[src/rtl/i2c_reg_target_if.sv]
// Bus bundle between the I2C target and its surroundings: I2C pads
// (scl_in, sda_in, sda_oe), register-map bus (reg_*) and busy flag.
interface i2c_reg_target_if;
    logic       scl_in;
    logic       sda_in;
    logic       sda_oe;
    logic [3:0] reg_addr;
    logic [7:0] reg_wdata;
    logic       reg_we;
    logic [7:0] reg_rdata;
    logic       busy;

    modport slave (
        input  scl_in, sda_in, reg_rdata,
        output sda_oe, reg_addr, reg_wdata, reg_we, busy
    );

    modport master (
        output scl_in, sda_in, reg_rdata,
        input  sda_oe, reg_addr, reg_wdata, reg_we, busy
    );
endinterface

[src/rtl/i2c_reg_target.sv]
// I2C target front end for a 16-entry register map (oversampled SCL/SDA).
// Ports: clk, rstn (async low), bus (slave: pads, reg_* map bus, busy).
module i2c_reg_target #(
    parameter logic [6:0] I2C_ADDR    = 7'h2A,
    parameter int         SYNC_STAGES = 2
) (
    input  logic             clk,
    input  logic             rstn,
    i2c_reg_target_if.slave  bus
);

    typedef enum logic [3:0] {
        IDLE, ADDR, ADDR_ACK, PTR, PTR_ACK,
        WDATA, WDATA_ACK, RDATA, RDATA_ACK, WAIT_STOP
    } state_t;

    state_t state, state_n;

    logic [SYNC_STAGES-1:0] scl_sync, sda_sync;
    logic scl_s, sda_s, scl_d, sda_d;
    logic scl_rise, scl_fall, start, stop;

    logic [3:0] bit_cnt, bit_cnt_n;
    logic [7:0] shift, shift_n;
    logic       rw, rw_n;
    logic       oe, oe_n;
    logic [3:0] addr, addr_n;
    logic [7:0] wdata, wdata_n;
    logic       we, we_n;

    // Sync chains reset to 1 so an idle bus gives no edge after reset.
    always_ff @(posedge clk or negedge rstn) begin
        if (!rstn) begin
            scl_sync <= '1;
            sda_sync <= '1;
            scl_d    <= 1'b1;
            sda_d    <= 1'b1;
        end else begin
            scl_sync <= {scl_sync[SYNC_STAGES-2:0], bus.scl_in};
            sda_sync <= {sda_sync[SYNC_STAGES-2:0], bus.sda_in};
            scl_d    <= scl_s;
            sda_d    <= sda_s;
        end
    end

    assign scl_s    = scl_sync[SYNC_STAGES-1];
    assign sda_s    = sda_sync[SYNC_STAGES-1];
    assign scl_rise = scl_s & ~scl_d;
    assign scl_fall = ~scl_s & scl_d;
    assign start    = scl_s & scl_d & sda_d & ~sda_s;
    assign stop     = scl_s & scl_d & ~sda_d & sda_s;

    always_ff @(posedge clk or negedge rstn) begin
        if (!rstn) begin
            state   <= IDLE;
            bit_cnt <= 4'd0;
            shift   <= 8'd0;
            rw      <= 1'b0;
            oe      <= 1'b0;
            addr    <= 4'd0;
            wdata   <= 8'd0;
            we      <= 1'b0;
        end else begin
            state   <= state_n;
            bit_cnt <= bit_cnt_n;
            shift   <= shift_n;
            rw      <= rw_n;
            oe      <= oe_n;
            addr    <= addr_n;
            wdata   <= wdata_n;
            we      <= we_n;
        end
    end

    always_comb begin
        state_n   = state;
        bit_cnt_n = bit_cnt;
        shift_n   = shift;
        rw_n      = rw;
        oe_n      = oe;
        addr_n    = addr;
        wdata_n   = wdata;
        we_n      = 1'b0;

        // Pointer advances on the clk after each write strobe.
        if (we) addr_n = addr + 4'd1;

        if (start) begin
            state_n   = ADDR;
            bit_cnt_n = 4'd0;
            oe_n      = 1'b0;
        end else if (stop) begin
            state_n   = IDLE;
            bit_cnt_n = 4'd0;
            oe_n      = 1'b0;
        end else if (scl_rise) begin
            case (state)
                ADDR, PTR, WDATA: begin
                    shift_n   = {shift[6:0], sda_s};
                    bit_cnt_n = bit_cnt + 4'd1;
                end
                RDATA_ACK: begin
                    if (sda_s) state_n = WAIT_STOP;
                end
                default: ;
            endcase
        end else if (scl_fall) begin
            case (state)
                ADDR: begin
                    if (bit_cnt == 4'd8) begin
                        bit_cnt_n = 4'd0;
                        if (shift[7:1] == I2C_ADDR) begin
                            state_n = ADDR_ACK;
                            oe_n    = 1'b1;
                            rw_n    = shift[0];
                        end else begin
                            state_n = WAIT_STOP;
                        end
                    end
                end
                ADDR_ACK: begin
                    if (rw) begin
                        state_n   = RDATA;
                        shift_n   = bus.reg_rdata;
                        oe_n      = ~bus.reg_rdata[7];
                        bit_cnt_n = 4'd0;
                    end else begin
                        state_n = PTR;
                        oe_n    = 1'b0;
                    end
                end
                PTR: begin
                    if (bit_cnt == 4'd8) begin
                        addr_n    = shift[3:0];
                        oe_n      = 1'b1;
                        state_n   = PTR_ACK;
                        bit_cnt_n = 4'd0;
                    end
                end
                PTR_ACK, WDATA_ACK: begin
                    oe_n    = 1'b0;
                    state_n = WDATA;
                end
                WDATA: begin
                    if (bit_cnt == 4'd8) begin
                        wdata_n   = shift;
                        we_n      = 1'b1;
                        oe_n      = 1'b1;
                        state_n   = WDATA_ACK;
                        bit_cnt_n = 4'd0;
                    end
                end
                RDATA: begin
                    // bit_cnt counts bits already put on the bus.
                    if (bit_cnt == 4'd7) begin
                        oe_n      = 1'b0;
                        addr_n    = addr + 4'd1;
                        state_n   = RDATA_ACK;
                        bit_cnt_n = 4'd0;
                    end else begin
                        bit_cnt_n = bit_cnt + 4'd1;
                        shift_n   = {shift[6:0], 1'b0};
                        oe_n      = ~shift[6];
                    end
                end
                RDATA_ACK: begin
                    // Reaching this fall means the controller ACKed.
                    state_n   = RDATA;
                    shift_n   = bus.reg_rdata;
                    oe_n      = ~bus.reg_rdata[7];
                    bit_cnt_n = 4'd0;
                end
                default: ;
            endcase
        end
    end

    assign bus.sda_oe    = oe;
    assign bus.reg_addr  = addr;
    assign bus.reg_wdata = wdata;
    assign bus.reg_we    = we;
    assign bus.busy      = state inside {ADDR_ACK, PTR, PTR_ACK, WDATA,
                                         WDATA_ACK, RDATA, RDATA_ACK};

endmodule

[src/flat_wrapper.sv]
// flat-port wrapper written by rule: the top's interface ports become plain ports
module i2c_reg_target_flat 
#(
    parameter logic [6:0] I2C_ADDR    = 7'h2A,
    parameter int         SYNC_STAGES = 2
)
  (clk, rstn, bus_scl_in, bus_sda_in, bus_reg_rdata, bus_sda_oe, bus_reg_addr, bus_reg_wdata, bus_reg_we, bus_busy);
  i2c_reg_target_if bus_i ();
  input  logic clk;
  input  logic rstn;
  input wire logic [$bits(bus_i.scl_in)-1:0] bus_scl_in;
  input wire logic [$bits(bus_i.sda_in)-1:0] bus_sda_in;
  input wire logic [$bits(bus_i.reg_rdata)-1:0] bus_reg_rdata;
  output wire logic [$bits(bus_i.sda_oe)-1:0] bus_sda_oe;
  output wire logic [$bits(bus_i.reg_addr)-1:0] bus_reg_addr;
  output wire logic [$bits(bus_i.reg_wdata)-1:0] bus_reg_wdata;
  output wire logic [$bits(bus_i.reg_we)-1:0] bus_reg_we;
  output wire logic [$bits(bus_i.busy)-1:0] bus_busy;
  assign bus_i.scl_in = bus_scl_in;
  assign bus_i.sda_in = bus_sda_in;
  assign bus_i.reg_rdata = bus_reg_rdata;
  assign bus_sda_oe = bus_i.sda_oe;
  assign bus_reg_addr = bus_i.reg_addr;
  assign bus_reg_wdata = bus_i.reg_wdata;
  assign bus_reg_we = bus_i.reg_we;
  assign bus_busy = bus_i.busy;
  i2c_reg_target #(.I2C_ADDR(I2C_ADDR), .SYNC_STAGES(SYNC_STAGES)) u_core (.clk(clk), .rstn(rstn), .bus(bus_i));
endmodule
[config.mk]
export PLATFORM = sky130hd
export DESIGN_NAME = i2c_reg_target_flat
export DESIGN_NICKNAME = d
export VERILOG_FILES = /design/src/rtl/i2c_reg_target_if.sv /design/src/rtl/i2c_reg_target.sv /design/src/flat_wrapper.sv
export SDC_FILE = /design/constraint.sdc
export NUM_CORES = 1
export LEC_CHECK = 0
export ABC_AREA = 1
export CAP_MARGIN = 20
export CELL_PAD_IN_SITES_DETAIL_PLACEMENT = 1
export CELL_PAD_IN_SITES_GLOBAL_PLACEMENT = 2
export CORE_MARGIN = 5
export CORE_UTILIZATION = 34
export DETAILED_ROUTE_END_ITERATION = 8
export PLACE_DENSITY = 0.85
export SLEW_MARGIN = 20
export SYNTH_ARGS = -nofsm -noshare
export SYNTH_HDL_FRONTEND = slang
export SYNTH_SLANG_ARGS = --single-unit
[constraint.sdc]
create_clock -name clk -period 5 [get_ports clk]
set_clock_uncertainty 0.05 [all_clocks]
set_input_delay 1.25 -clock clk [delete_from_list [all_inputs] [get_ports clk]]
set_output_delay 1.25 -clock clk [all_outputs]
set_load 0.03 [all_outputs]
==> results.txt, run 1 <==
Synth top area share: 35.0%
Post-Place Cells: 396
Fill count: 779
Initial antenna violation count: 0
Synth Net Count: 315
Period utilisation layout: 66.4%
CP Max Fanout: 8
Core area: 0.00635 sq mm
Worst EP arrival: 2.02 ns
RSZ-0062 raised after global routing: false
Hold endpoint: u_core.scl_sync[1]
Ys async rst share: 100%
Clk sinks: 37
Most numerous cell in the Yosys netlist: nand2_1
Register area share after synthesis: 42.1%
DR WL/cell: 15.0 microns
Drt drc: 0
Share of layout cells above drive strength 1: 12.5%
CTS tree: built
Postcts setup bufs: 0
Resized cells post-CTS: 0
Min-delay worst type: reg2reg
Hold path depth: 0
Die W: 90.7 microns
Maximum clock frequency: 301 MHz
Count of cell types in the netlist: 30
RR Endpoint: u_core.bus.reg_wdata[7]
Leakage: 1.28 nW
Initial DRC Count: 73
IO Port Bufs: 26
Final worst path period need: 3.32 ns
Grt ovf: 0
Vias in the first global route: 2194
Synth top cells by count: 97 x nand2_1, 31 x dfrtp_1, 29 x o21ai_0
Critical Path Sink Type: output pin
Fin cells: 404
Mean Syn Cell Area: 7.46 sq um
Die Area: 0.00823 sq mm
Fin nets: 344
Startpoint class of the critical path: register
Post-synthesis cell area: 0.00221 sq mm
WP data required: 3.70 ns
Max VDD drop: 0.159 mV
Antenna Cells: 0
Status: finished clean
Detail Route Antenna Nets: 0
PD cells: 427 mW/mm^2
Hold Vio Cnt, Final: 0
Tot GR Track Use: 16.1%
Placed Area: 0.00254 sq mm
Reg2reg start: u_core.bit_cnt[0]
Area leader, netlist: dfrtp_1
Final setup vio count: 0
Area Growth Syn to Fin: 19.9%
Worst r2r path cells: 10
Cells after Synth: 297
Post-synth top flop: dfrtp_1
CTS root buf: clkbuf_8
Die Span Y: 90.7 microns
CTS Buffer Depth: 2
Gpl congestion: 0.889
Pin count of the biggest net entering global routing: 38
Layout Cell Area excl Fill: 0.00266 sq mm
Max_cap viols: 0
Initial Utilization: 34.9%
Num CTS Buffers: 5
Hold bufs inserted after CTS: 0
Setup TNS Final: 0 ns
Final WL: 6060 microns
Reg2Reg Setup Slack: 2.67 ns
Routed vias/inst: 5.03
Reg clk slew, reported paths: 0.08 ns
Rel. slew slack: 44.1%
Hold path startpoint: u_core.scl_sync[0]
Number of max-slew violations in the final report: 0
DP Wirelength: 4630 microns
Clock Latency Late Sink: 0.30 ns
Kind of critical path: reg2out
Ports: 27
Synth area leaders: dfrtp_1 35%, nand2_1 16%, dfstp_2 7.1%
FF+latch count, synth: 37
Synthesis warning total: 0
Rows: 29
Worst-Margin Slew: 0.839 ns
Number of enable flip-flop cells after synthesis: 0
Detailed Routing Iterations Pass 1: 4
CTS H-tree depth: 2
DR vias: 2031
First-pass GRT wire length: 10900 microns
==> registers in the layout (all words and copies together), names as in the netlist <==
| signal | flops |
|---|---|
| u_core.sda_d | 1 |
| u_core.state | 4 |
| u_core.rw | 1 |
| u_core.scl_sync | 2 |
| u_core.shift | 8 |
| u_core.bus.reg_addr | 4 |
| u_core.bus.reg_wdata | 8 |
| u_core.sda_sync | 2 |
| u_core.bus.reg_we | 1 |
| u_core.scl_d | 1 |
| u_core.bit_cnt | 4 |
| u_core.bus.sda_oe | 1 |
==> cells in the final DEF (no fill, tap or decap) <==
cell,count
a21oi_1,4
a41oi_1,1
buf_2,1
bufinv_16,1
clkbuf_8,5
clkdlybuf4s50_1,25
clkinv_1,2
clkinv_4,1
clkinvlp_4,1
dfrtp_1,31
dfstp_2,6
ha_1,6
inv_1,22
inv_2,9
mux2i_1,2
nand2_1,97
nand2_2,4
nand2_4,2
nand3_1,22
nand3_2,3
nand3b_1,1
nand4_1,4
nor2_1,20
nor2_2,4
nor2_4,3
nor3_1,3
o211ai_4,1
o21ai_0,29
o21ai_1,9
o21bai_1,1
o22ai_1,2
xnor2_1,2
xor2_1,3
==> through the flow <==
stage / setup WS [ns] / power [mW] / utilization, % / hold WS, ns
2_1_floorplan: 2.67 / 0.734 / - / 0.295
6_report: 1.68 / 1.13 / 41.8 / 0.309
5_1_grt: 1.54 / 1.24 / 41.8 / 0.315
3_3_place_gp: 2.08 / 0.869 / 40.0 / 0.296
3_5_place_dp: 1.98 / 0.875 / 40.0 / 0.299
4_1_cts: 1.65 / 1.15 / 41.8 / 0.311
==> critical path: stages, from the launching register on <==
cell	delay (ns)
dfrtp_1	0.44
inv_2	0.08
nor2_1	0.10
nand2_1	0.20
nand2_1	0.15
nor2_1	0.06
inv_1	0.05
clkdlybuf4s50_1	0.66
==> per-layer routing <==
layer / vias up / track usage (%) / wire [microns]
met1: 977 / 21.9 / 2930
met3: 7 / 2.92 / 189
met5: - / 0 / 0
met4: 0 / 4.59 / 77
li1: 1014 / - / -
met2: 33 / 26.0 / 2860
==> area by class of cell <==
| class | count | area [sq um] | share of cell area [%] |
|---|---|---|---|
| timing repair buffer | 26 | 255 | 9.61 |
| multi-input combinational | 223 | 1130 | 42.6 |
| clock buffer | 5 | 68.8 | 2.59 |
| inverter | 33 | 124 | 4.66 |
| tap | 77 | 96.3 | 3.63 |
| sequential | 37 | 933 | 35.1 |
| clock inverter | 3 | 46.3 | 1.74 |
==> worst max-delay path by stage <==
stage	slack, ns	start	cells past startpoint	endpoint
global placement	2.08	u_core.state[3]	7	bus_busy
floorplan	2.67	u_core.state[3]	6	bus_busy
global route	1.54	u_core.state[3]	7	bus_busy
detailed placement	1.98	u_core.state[3]	7	bus_busy
finish	1.68	u_core.state[3]	7	bus_busy
CTS	1.65	u_core.state[3]	7	bus_busy
==> power by group <==
group / total, mW / switching (mW) / internal [mW]
Combinational: 0.444 / 0.299 / 0.146
Sequential: 0.420 / 0.0604 / 0.359
Clock: 0.270 / 0.120 / 0.149
Total: 1.13 / 0.479 / 0.654
==> logic make-up after synthesis <==
logic type                 count (synthesis)  synth area share (%)
xor gates and xnor gates                   5                  1.98
AOI/OAI and AO/OA                         47                  11.8
buffers and inverters                     37                  6.72
and+or+nand+nor                          163                  33.1
DFF                                       37                  42.1
muxes                                      2                 0.904
adders and majority gates                  6                  3.39
No activity file was read; power rests on OpenSTA's default activity.
==> run 2, diff against run 1 <==
CORE_UTILIZATION = 29   (was 34)
PLACE_DENSITY = 0.77   (was 0.85)
clock period = 2.68 ns   (was 5 ns; I/O delays follow)
==> results.txt, run 2 (synthesis gave the netlist of run 1 again) <==
CP Cell Sequence: inv_2 > nor2_1 > nand2_1 > nand2_1 > nor2_1 > inv_1 > dlygate4sd2_1
Startpoint class of the critical path: register
Gpl congestion: 0.883
RR Endpoint: u_core.bit_cnt[0]
CTS root buf: clkbuf_8
Clk sinks: 37
Antenna Cells: 0
Reg clk slew, reported paths: 0.08 ns
DR vias: 2024
Initial antenna violation count: 0
Setup TNS Final: 0 ns
Die Span Y: 97.4 microns
Setup ws final: 0.264 ns
DP Wirelength: 4800 microns
Hold Vio Cnt, Final: 0
Layout Cell Area excl Fill: 0.00268 sq mm
Most common library cell in the layout ignoring fill and taps: nand2_1
Share of layout cells above drive strength 1: 13.3%
Number of max-slew violations in the final report: 0
Worst EP arrival: 1.70 ns
Leakage: 1.29 nW
CP Max Fanout: 6
Area Growth Syn to Fin: 20.8%
Worst-Margin Slew: 0.883 ns
Routed vias/inst: 4.72
Drt drc: 0
Placed Area: 0.00259 sq mm
Core area: 0.00733 sq mm
Vias in the first global route: 2250
Reg2Reg Setup Slack: 0.62 ns
Max_cap viols: 0
Min-delay worst type: reg2reg
Die Area: 0.00948 sq mm
Rows: 31
Initial DRC Count: 71
Critical Path Sink Type: output pin
Fill count: 902
Kind of critical path: reg2out
Postcts setup bufs: 0
Status: finished clean
Period utilisation layout: 90.1%
CTS tree: built
Crit path max-delay cell type: dfrtp_1
Initial Utilization: 30.2%
Crit. path cell count: 7
Hold bufs inserted after CTS: 0
Tot GR Track Use: 14.1%
IO Port Bufs: 26
Most frequent cells in the layout: 97 x nand2_1, 31 x dfrtp_1, 29 x o21ai_0
Grt ovf: 0
DR WL/cell: 14.7 microns
Resized cells post-CTS: 1
Num CTS Buffers: 5
Slowest cell delay on critical path: 0.47 ns
PD cells: 759 mW/mm^2
First-pass GRT wire length: 11100 microns
Detailed Routing Iterations Pass 1: 4
Power Total: 2.03 mW
Crit-path leading delay family: simple AND/OR/NAND/NOR gates
Worst setup startpoint: u_core.state[2]
Final WL: 6320 microns
Maximum clock frequency: 414 MHz
Die W: 97.4 microns
Detail Route Antenna Nets: 0
Setup crit end: bus_busy
CTS H-tree depth: 2
Final setup vio count: 0
RSZ-0062 raised after global routing: false
Worst r2r path cells: 11
WP data required: 1.96 ns
CP bufs+invs: 3
Reg2reg start: u_core.scl_d
Dpl ws: 0.318 ns
Fin nets: 347
Rel. slew slack: 41.1%
Final worst path period need: 2.42 ns
Pin count of the biggest net entering global routing: 38
Ports: 27
CTS Buffer Depth: 2
Max VDD drop: 0.260 mV
Clock Latency Late Sink: 0.29 ns
==> run 2: layout make-up <==
cell class	count	area (sq um)	area share, %
Multi-Input combinational cell	223	1130	42.3
Clock inverter	3	17.5	0.655
Sequential cell	37	933	34.9
Inverter	33	124	4.63
Clock buffer	5	68.8	2.57
Tap cell	99	124	4.63
Timing Repair Buffer	29	277	10.3
==> run 2: worst min path at each step <==
stage	from	end	slack [ns]	cells past startpoint
finish	u_core.scl_sync[0]	u_core.scl_sync[1]	0.31	0
global route	u_core.scl_sync[0]	u_core.scl_sync[1]	0.32	0
CTS	u_core.scl_sync[0]	u_core.scl_sync[1]	0.31	0
detailed placement	u_core.sda_sync[0]	u_core.sda_sync[1]	0.30	0
global placement	u_core.sda_sync[0]	u_core.sda_sync[1]	0.30	0
floorplan	u_core.scl_sync[0]	u_core.scl_sync[1]	0.30	0
==> run 2: layer usage <==
| metal | up-vias | share of wire [%] | track usage, % |
|---|---|---|---|
| li1 | 1022 | - | - |
| met1 | 957 | 50 | 19.7 |
| met2 | 43 | 47 | 22.7 |
| met3 | 2 | 3.2 | 2.58 |
| met4 | 0 | 0.16 | 2.77 |
| met5 | - | 0 | 0 |
==> run 2: worst reg2reg max path, stage by stage (launching register included) <==
cell and delay [ns]:
dfstp_2 0.55, inv_1 0.04, ha_1 0.35, inv_2 0.21, nand2_1 0.07, o21bai_1 0.17, inv_2 0.06, nand2_4 0.13
nand2_2 0.08, nand2_2 0.15, nand2_1 0.07, o21ai_1 0.07
==> run 2: report_power, final <==
group	internal [mW]	total, mW	switching (mW)	leakage [nW]
Sequential	0.670	0.785	0.115	0.475
Combinational	0.275	0.849	0.574	0.767
Clock	0.180	0.395	0.216	0.0439
==> run 2: per-stage QoR <==
stage,std cells,utilization [%],hold slack [ns]
after floorplan,297,-,0.295
after global placement,421,35.3,0.297
after detailed placement,421,35.3,0.298
after CTS,429,36.5,0.312
after global routing,429,36.5,0.322
final,429,36.5,0.309
